File: config.mk
export PLATFORM = sky130hd
export DESIGN_NAME = lsu_bus_ctrl
export DESIGN_NICKNAME = d
export VERILOG_FILES = /design/src/rtl/lsu_bus_ctrl.sv
export SDC_FILE = /design/constraint.sdc
export NUM_CORES = 1
export LEC_CHECK = 0
export ABC_CLOCK_PERIOD_IN_PS = 2400
export CORE_UTILIZATION = 41
export CTS_CLUSTER_SIZE = 16
export DETAILED_ROUTE_END_ITERATION = 16
export HOLD_SLACK_MARGIN = 0.15
export PLACE_DENSITY = 0.84
export SYNTH_ARGS = -nofsm -noshare
export SYNTH_HDL_FRONTEND = slang
export SYNTH_SLANG_ARGS = --single-unit
File: constraint.sdc
create_clock -name clk -period 2.4 [get_ports clk]
set_input_delay 0.48 -clock clk [delete_from_list [all_inputs] [get_ports clk]]
set_output_delay 0.48 -clock clk [all_outputs]
set_load 0.03 [all_outputs]
File: src/rtl/lsu_bus_ctrl.sv
// Load/store bus controller: aligns core memory accesses onto a word-wide
// valid/ready bus, stalls the core until completion, and extends load data.
module lsu_bus_ctrl #(
  parameter int TIMEOUT = 16
) (
  input  logic        clk,
  input  logic        reset,
  input  logic        mem_req,
  input  logic        MemWrite,
  input  logic [3:0]  byteEnable,
  input  logic [2:0]  funct3,
  input  logic [31:0] ALUResult,
  input  logic [31:0] WriteData,
  output logic [31:0] ReadData,
  output logic        stall,
  output logic        misalign,
  output logic        bus_error,
  output logic        bus_valid,
  output logic        bus_we,
  output logic [31:0] bus_addr,
  output logic [3:0]  bus_be,
  output logic [31:0] bus_wdata,
  input  logic        bus_ready,
  input  logic [31:0] bus_rdata
);

  localparam logic [1:0] IDLE  = 2'd0;
  localparam logic [1:0] ISSUE = 2'd1;
  localparam logic [1:0] DONE  = 2'd2;

  localparam int CW = $clog2(TIMEOUT + 1);
  localparam logic [CW-1:0] CNT_LAST = CW'(TIMEOUT - 1);

  logic [1:0]    state;
  logic [CW-1:0] cnt;
  logic [1:0]    off_q;
  logic [2:0]    f3_q;
  logic          mis_q, err_q;
  logic [31:0]   rdata_q;

  logic [1:0]    off;
  logic [3:0]    mask;
  logic          bad;
  logic [31:0]   sh, ext;

  assign off = ALUResult[1:0];

  // Lane mask at offset 0 plus misalignment/illegality check of the new request
  always_comb begin
    mask = 4'b0000;
    bad  = 1'b0;
    if (MemWrite) begin
      mask = byteEnable;
      case (byteEnable)
        4'b0001: bad = 1'b0;
        4'b0011: bad = off[0];
        4'b1111: bad = |off;
        default: bad = 1'b1;
      endcase
    end else begin
      case (funct3)
        3'b000, 3'b100: mask = 4'b0001;
        3'b001, 3'b101: begin mask = 4'b0011; bad = off[0]; end
        3'b010:         begin mask = 4'b1111; bad = |off;   end
        default:        bad = 1'b1;
      endcase
    end
  end

  assign sh = bus_rdata >> {off_q, 3'b000};

  always_comb begin
    case (f3_q)
      3'b000:  ext = {{24{sh[7]}}, sh[7:0]};
      3'b100:  ext = {24'b0, sh[7:0]};
      3'b001:  ext = {{16{sh[15]}}, sh[15:0]};
      3'b101:  ext = {16'b0, sh[15:0]};
      default: ext = sh;
    endcase
  end

  always_ff @(posedge clk or negedge reset) begin
    if (!reset) begin
      state     <= IDLE;
      cnt       <= '0;
      off_q     <= 2'b00;
      f3_q      <= 3'b000;
      mis_q     <= 1'b0;
      err_q     <= 1'b0;
      rdata_q   <= '0;
      bus_we    <= 1'b0;
      bus_addr  <= '0;
      bus_be    <= 4'b0000;
      bus_wdata <= '0;
    end else begin
      case (state)
        IDLE: if (mem_req) begin
          bus_we    <= MemWrite;
          bus_addr  <= {ALUResult[31:2], 2'b00};
          bus_be    <= mask << off;
          bus_wdata <= MemWrite ? (WriteData << {off, 3'b000}) : 32'h0;
          off_q     <= off;
          f3_q      <= funct3;
          mis_q     <= bad;
          err_q     <= 1'b0;
          rdata_q   <= '0;
          cnt       <= '0;
          state     <= bad ? DONE : ISSUE;
        end
        ISSUE: begin
          // Ready on the last allowed cycle still wins over the timeout
          if (bus_ready) begin
            if (!bus_we) rdata_q <= ext;
            state <= DONE;
          end else if (cnt == CNT_LAST) begin
            err_q <= 1'b1;
            state <= DONE;
          end else begin
            cnt <= cnt + 1'b1;
          end
        end
        default: state <= IDLE;
      endcase
    end
  end

  assign bus_valid = (state == ISSUE);
  assign stall     = mem_req & (state != DONE);
  assign misalign  = (state == DONE) & mis_q;
  assign bus_error = (state == DONE) & err_q;
  assign ReadData  = rdata_q;

endmodule

# After elaboration in Yosys (flattened, before gate mapping)
# Index checks and enable logic that the tools add are counted.
# word_totals
regBits,113
in_bits,108
elab_cells,75
# op_classes
addsub,1
n_eq_ne,21
shift,3
muxes,24
bitwise,3
n_reduce_logical,12
# op_table
cell,count
32-bit 2-to-1 mux,4
32-bit case mux with 4 select lines,1
32-bit case mux with 2 select lines,1
32-bit by 5-bit << shifter with 32-bit output,1
32-bit by 5-bit >> shifter with 32-bit output,1
5-bit 2-to-1 mux,3
"3-bit == test, second input constant",4
4-bit case mux with 3 select lines,1
4-bit AND reduction,3
"2-bit inequality test, second input constant",5
5-bit case mux with 2 select lines,1
2-bit 2-to-1 mux,4
"3-bit by 1-bit == test with 1-bit output, second input constant",2
3-bit logical NOT,2
1-bit case mux with 3 select lines,2
2-bit OR reduction,3
"5-bit by 1-bit adder with 5-bit output, second input constant",1
"5-bit by 4-bit == test with 1-bit output, second input constant",1
"4-bit by 1-bit == test with 1-bit output, second input constant",1
"4-bit by 2-bit == test with 1-bit output, second input constant",1
"4-bit == test, second input constant",1
1-bit 2-to-1 mux,4
4-bit 2-to-1 mux,1
"2-bit by 1-bit inequality test with 1-bit output, second input constant",2
11 further kinds,14

# Longest topological paths before layout
# logic_depth
word_depth,7
mapped_depth,7
mapped_depth_nobuf,7

# Worst setup path after synthesis
# Ideal clock, no wire load.
# synth_path
path_kind,flip-flop to flip-flop
startpoint,register cnt[0]
endpoint,register cnt[3]
setup_time_ns,0.132
arrival_time_ns,1.742
t_required_ns,2.268
setup_slack_ns,0.527
path_stages_with_launch,8
n_path_buf,0
period_less_slack_ns,1.873
cell_sequence,dfrtp_1 ha_1 and3_1 ha_1 nor4b_1 nand4_1 xor2_1 nor2_1
# synth_via
elab_chain_len,4
# synth_rtl
item,line,source
from (decl),35,logic [CW-1:0] cnt;
from (signal assigned),119,cnt <= cnt + 1'b1;
5-bit by 1-bit adder with 5-bit output,119,
5-bit 2-to-1 mux,115,end else if (cnt == CNT_LAST) begin
5-bit 2-to-1 mux,112,if (bus_ready) begin
5-bit case mux with 2 select lines,96,case (state)
# Several ways; a longest one is shown, not always the timed one. The select of a mux whose other input is x is not followed.
# A chain may end at the register's enable or synchronous reset.

# Worst setup path in the final report
# layout_path
startpoint,register state[0]
endpoint,output bus_error
# layout_via
elab_chain_len,2
# layout_rtl
item,line,source
from (decl),34,logic [1:0] state;
from (signal assigned),108,state <= bad ? DONE : ISSUE;
2-bit == test,130,assign bus_error = (state == DONE) & err_q;
1-bit bitwise AND,130,
to (decl),17,"output logic bus_error,"
# No other way between the ends.

==> flow_metrics.py <==
metrics = {
    "power_and_ir_drop": {
        "comb_power_share_pct": 34.4,
        "p_sw_mw": 2.60,
        "power_frac_seq_pct": 32.7,
        "p_sw_share_pct": 33.7,
        "p_int_mw": 5.11,
        "peakVddDrop_v": 0.000494,
        "p_clk_share_pct": 32.9,
        "p_leak_nw": 3.77,
        "power_density_mw_per_mm2": 921,
    },
    "sta": {
        "worst_pin_slew_ns": 0.629,
        "setup_violations": 0,
        "period_share_pct": 95.6,
        "slew_headroom_pct": 58.1,
        "clock_skew_ns": 0.0128,
        "fin_tns_setup_ns": 0,
        "worst_slack_ns": 0.105,
        "period_needed_ns": 2.30,
        "fmax_ghz": 0.436,
        "maxSlewViolCount": 0,
        "hold_viol": 0,
        "rsz0062_at_grt": "no",
    },
    "yosys": {
        "yosysWarnings": 0,
        "syn_inst": 553,
        "synth_cell_type_count": 53,
        "synth_simple_gate_area_share_pct": 18.9,
        "synth_top_area_share_pct": 51.6,
        "yosys_register_bits": 113,
        "synth_ff_type": "dfrtp_1",
        "synth_edf_count": 0,
        "avgSynthCellArea_um2": 9.91,
        "yosys.area.top_type": "dfrtp_1",
        "muxShareOfSynthArea_pct": 6.80,
        "synthTopCellsByArea": "dfrtp_1 (52%), nand2_1 (9.5%), mux2i_1 (4.7%)",
        "yosysSeqAreaShare_pct": 51.6,
        "synth-adder-area-share_pct": 0.457,
        "synth_compound_area_share_pct": 17.5,
        "synthArstFlopShare_pct": 100,
        "synth-xor-area-share_pct": 0.320,
        "synth_top_family_by_area": "simple AND/OR/NAND/NOR gates",
        "synth_area_mm2": 0.00548,
    },
    "global_routing": {
        "overflow": 0,
        "grt_pass1_wl_mm": 25.6,
        "grt_pass1_vias": 4918,
        "grt_start_max_net_pins": 114,
        "grtUsageMet2_pct": 37.5,
        "grt_util_met1_pct": 30.9,
        "gr-usage-all-layers_pct": 23.2,
        "gr-max-usage-layer": "met2",
        "antenna_found_initial": 0,
        "grt_use_met3_pct": 5.81,
    },
    "critical_path": {
        "start_kind": "flop",
        "critPathArrivalTime_ns": 1.82,
        "worst-setup-path-type": "reg -> out",
        "endpoint_kind": "output port",
        "critPathRequiredTime_ns": 1.92,
        "cp_max_fo": 7,
    },
    "clock_tree": {
        "clk_pin_slew_ns": 0.05,
        "ctsRootBufferMaster": "clkbuf_16",
        "cts_tree": "built",
        "clk_path_buf_depth": 2,
        "clock_latency_ns": 0.40,
        "holdBufCountCts": 0,
        "htree_num_levels": 4,
        "cts.sink_count": 113,
        "cts-buffers-inserted": 17,
    },
    "layout": {
        "regArea_mm2": 0.00283,
        "final_util_pct": 65.3,
        "diodes": 0,
        "fillers": 1007,
        "design_area_mm2": 0.00837,
        "mostFrequentLayoutCell": "clkdlybuf4s50_1",
        "final_nets": 870,
        "multiInputGateArea_mm2": 0.00242,
        "drive_above_1_share_pct": 9.31,
        "area_growth_pct": 52.8,
        "final_cell_mix": "clkdlybuf4s50_1 (206), nand2_1 (139), dfrtp_1 (113), o21ai_0 (38), mux2i_1 (26)",
    },
    "worst_hold_path": {
        "hold_path_class": "in -> async",
    },
    "place": {
        "dpl.hpwl_mm": 11.6,
        "place_congestion": 0.880,
        "post-place-ws_ns": 0.127,
        "place_area_mm2": 0.00777,
        "port_buffers": 210,
    },
    "route": {
        "via_per_inst": 5.33,
        "drt-wirelength-per-cell_um": 16.8,
        "dr.pass1.iters": 6,
        "vias": 5037,
        "drt_first_iter_violations": 486,
        "antenna_left": 0,
        "remaining_drc_errors": 0,
        "finalWirelength_mm": 15.9,
    },
    "floorplanning": {
        "dieHeight_um": 118,
        "rows": 41,
        "die_w_um": 118,
        "core_mm2": 0.0128,
        "pin_count": 213,
        "dieArea_mm2": 0.0138,
        "initial_core_util_pct": 42.7,
    },
    "run_status": {
        "outcome": "finished clean",
    },
    "flow_run": {
        "max-cap-violations": 0,
    },
}
-- layer usage --
layer	wire [µm]	part of all wire [%]
met5	0	0
met1	6990	44
met4	201	1.3
met2	7570	48
met3	1130	7.1
-- worst max-delay path, cell delays in order, from the launching register on --
cell and delay, ns:
dfrtp_1 0.47, inv_1 0.12, and3_1 0.16, clkdlybuf4s50_1 0.68
-- path summary, 6_finish.rpt --
check | start | endpoint | slack, ns | cells past startpoint
max | state[0] | bus_error | 0.10 | 3
min | reset | bus_addr[24] | 0.16 | 2
max reg2reg | cnt[0] | cnt[3] | 0.51 | 8
min reg2reg | bus_addr[26] | bus_addr[26] | 0.48 | 2
max in group asynchronous | reset | cnt[0] | 1.77 | 2
min in group clk | bus_addr[26] | bus_addr[26] | 0.48 | 2
-- kinds of logic after synthesis --
kind of cell / after synthesis
simple gates: 217
compound gates: 133
fa+ha+maj: 2
other cells: 1
flops: 113
mux: 35
xor+xnor: 2
buf+inv: 50
-- layout make-up --
cell class / count / share of cell area, %
timing repair buffer: 232 / 27.3
multi-input combinational: 391 / 28.9
clock buffer: 21 / 5.62
sequential: 113 / 33.8
inverter: 5 / 0.224
clock inverter: 11 / 1.61
tap: 172 / 2.57
-- sequential cells by signal, indices dropped and copies added, names as in the netlist, 2 cells and up --
signal	cells
ReadData	32
bus_be	4
off_q	2
cnt	5
state	2
f3_q	3
bus_addr	30
bus_wdata	32
-- stage by stage --
stage / hold WS (ns) / power, mW / instances
3_3_place_gp: 0.457 / 5.13 / 913
2_1_floorplan: 0.184 / 4.02 / 554
5_1_grt: 0.222 / 8.04 / 945
6_report: 0.164 / 7.71 / 945
4_1_cts: 0.190 / 7.75 / 945
3_5_place_dp: 0.466 / 5.19 / 913
-- power groups by stage --
stage	registers (mW)	clock network, mW	logic (mW)
floorplan	3.11	0	0.903
global placement	2.53	0	2.60
detailed placement	2.54	0	2.65
CTS	2.52	2.57	2.66
global route	2.56	2.67	2.81
finish	2.52	2.54	2.65
-- what timing repair did --
action / CTS / global route
gates resized for setup: 0 / 1
setup endpoints to repair: 0 / 1
buffers inserted: 0 / 0
-- cell usage after synthesis, types with 2 or more instances --
cell type  count
and3_1         5
xor2_1         2
a221o_1       16
nor2b_1       17
nor3_1         2
nand4_1        3
o311ai_0       3
buf_6          2
ha_1           2
clkbuf_1      18
nor3b_2        2
o21ai_1        5
mux2i_1       26
o211ai_1       2
nor2_1        11
a211o_1        9
dfrtp_1      113
a32o_1         9
mux2_2         8
nand2_1      139
nand2b_1       5
o21ai_0       38
nand3b_1       8
buf_2         20
buf_4          4
or3_1          2
o21a_1         3
a21oi_1       15
a211oi_1       6
inv_1          5
nor4b_1        2
nand3_1       11
a22o_1        20
(Power assumes the default switching activity.)
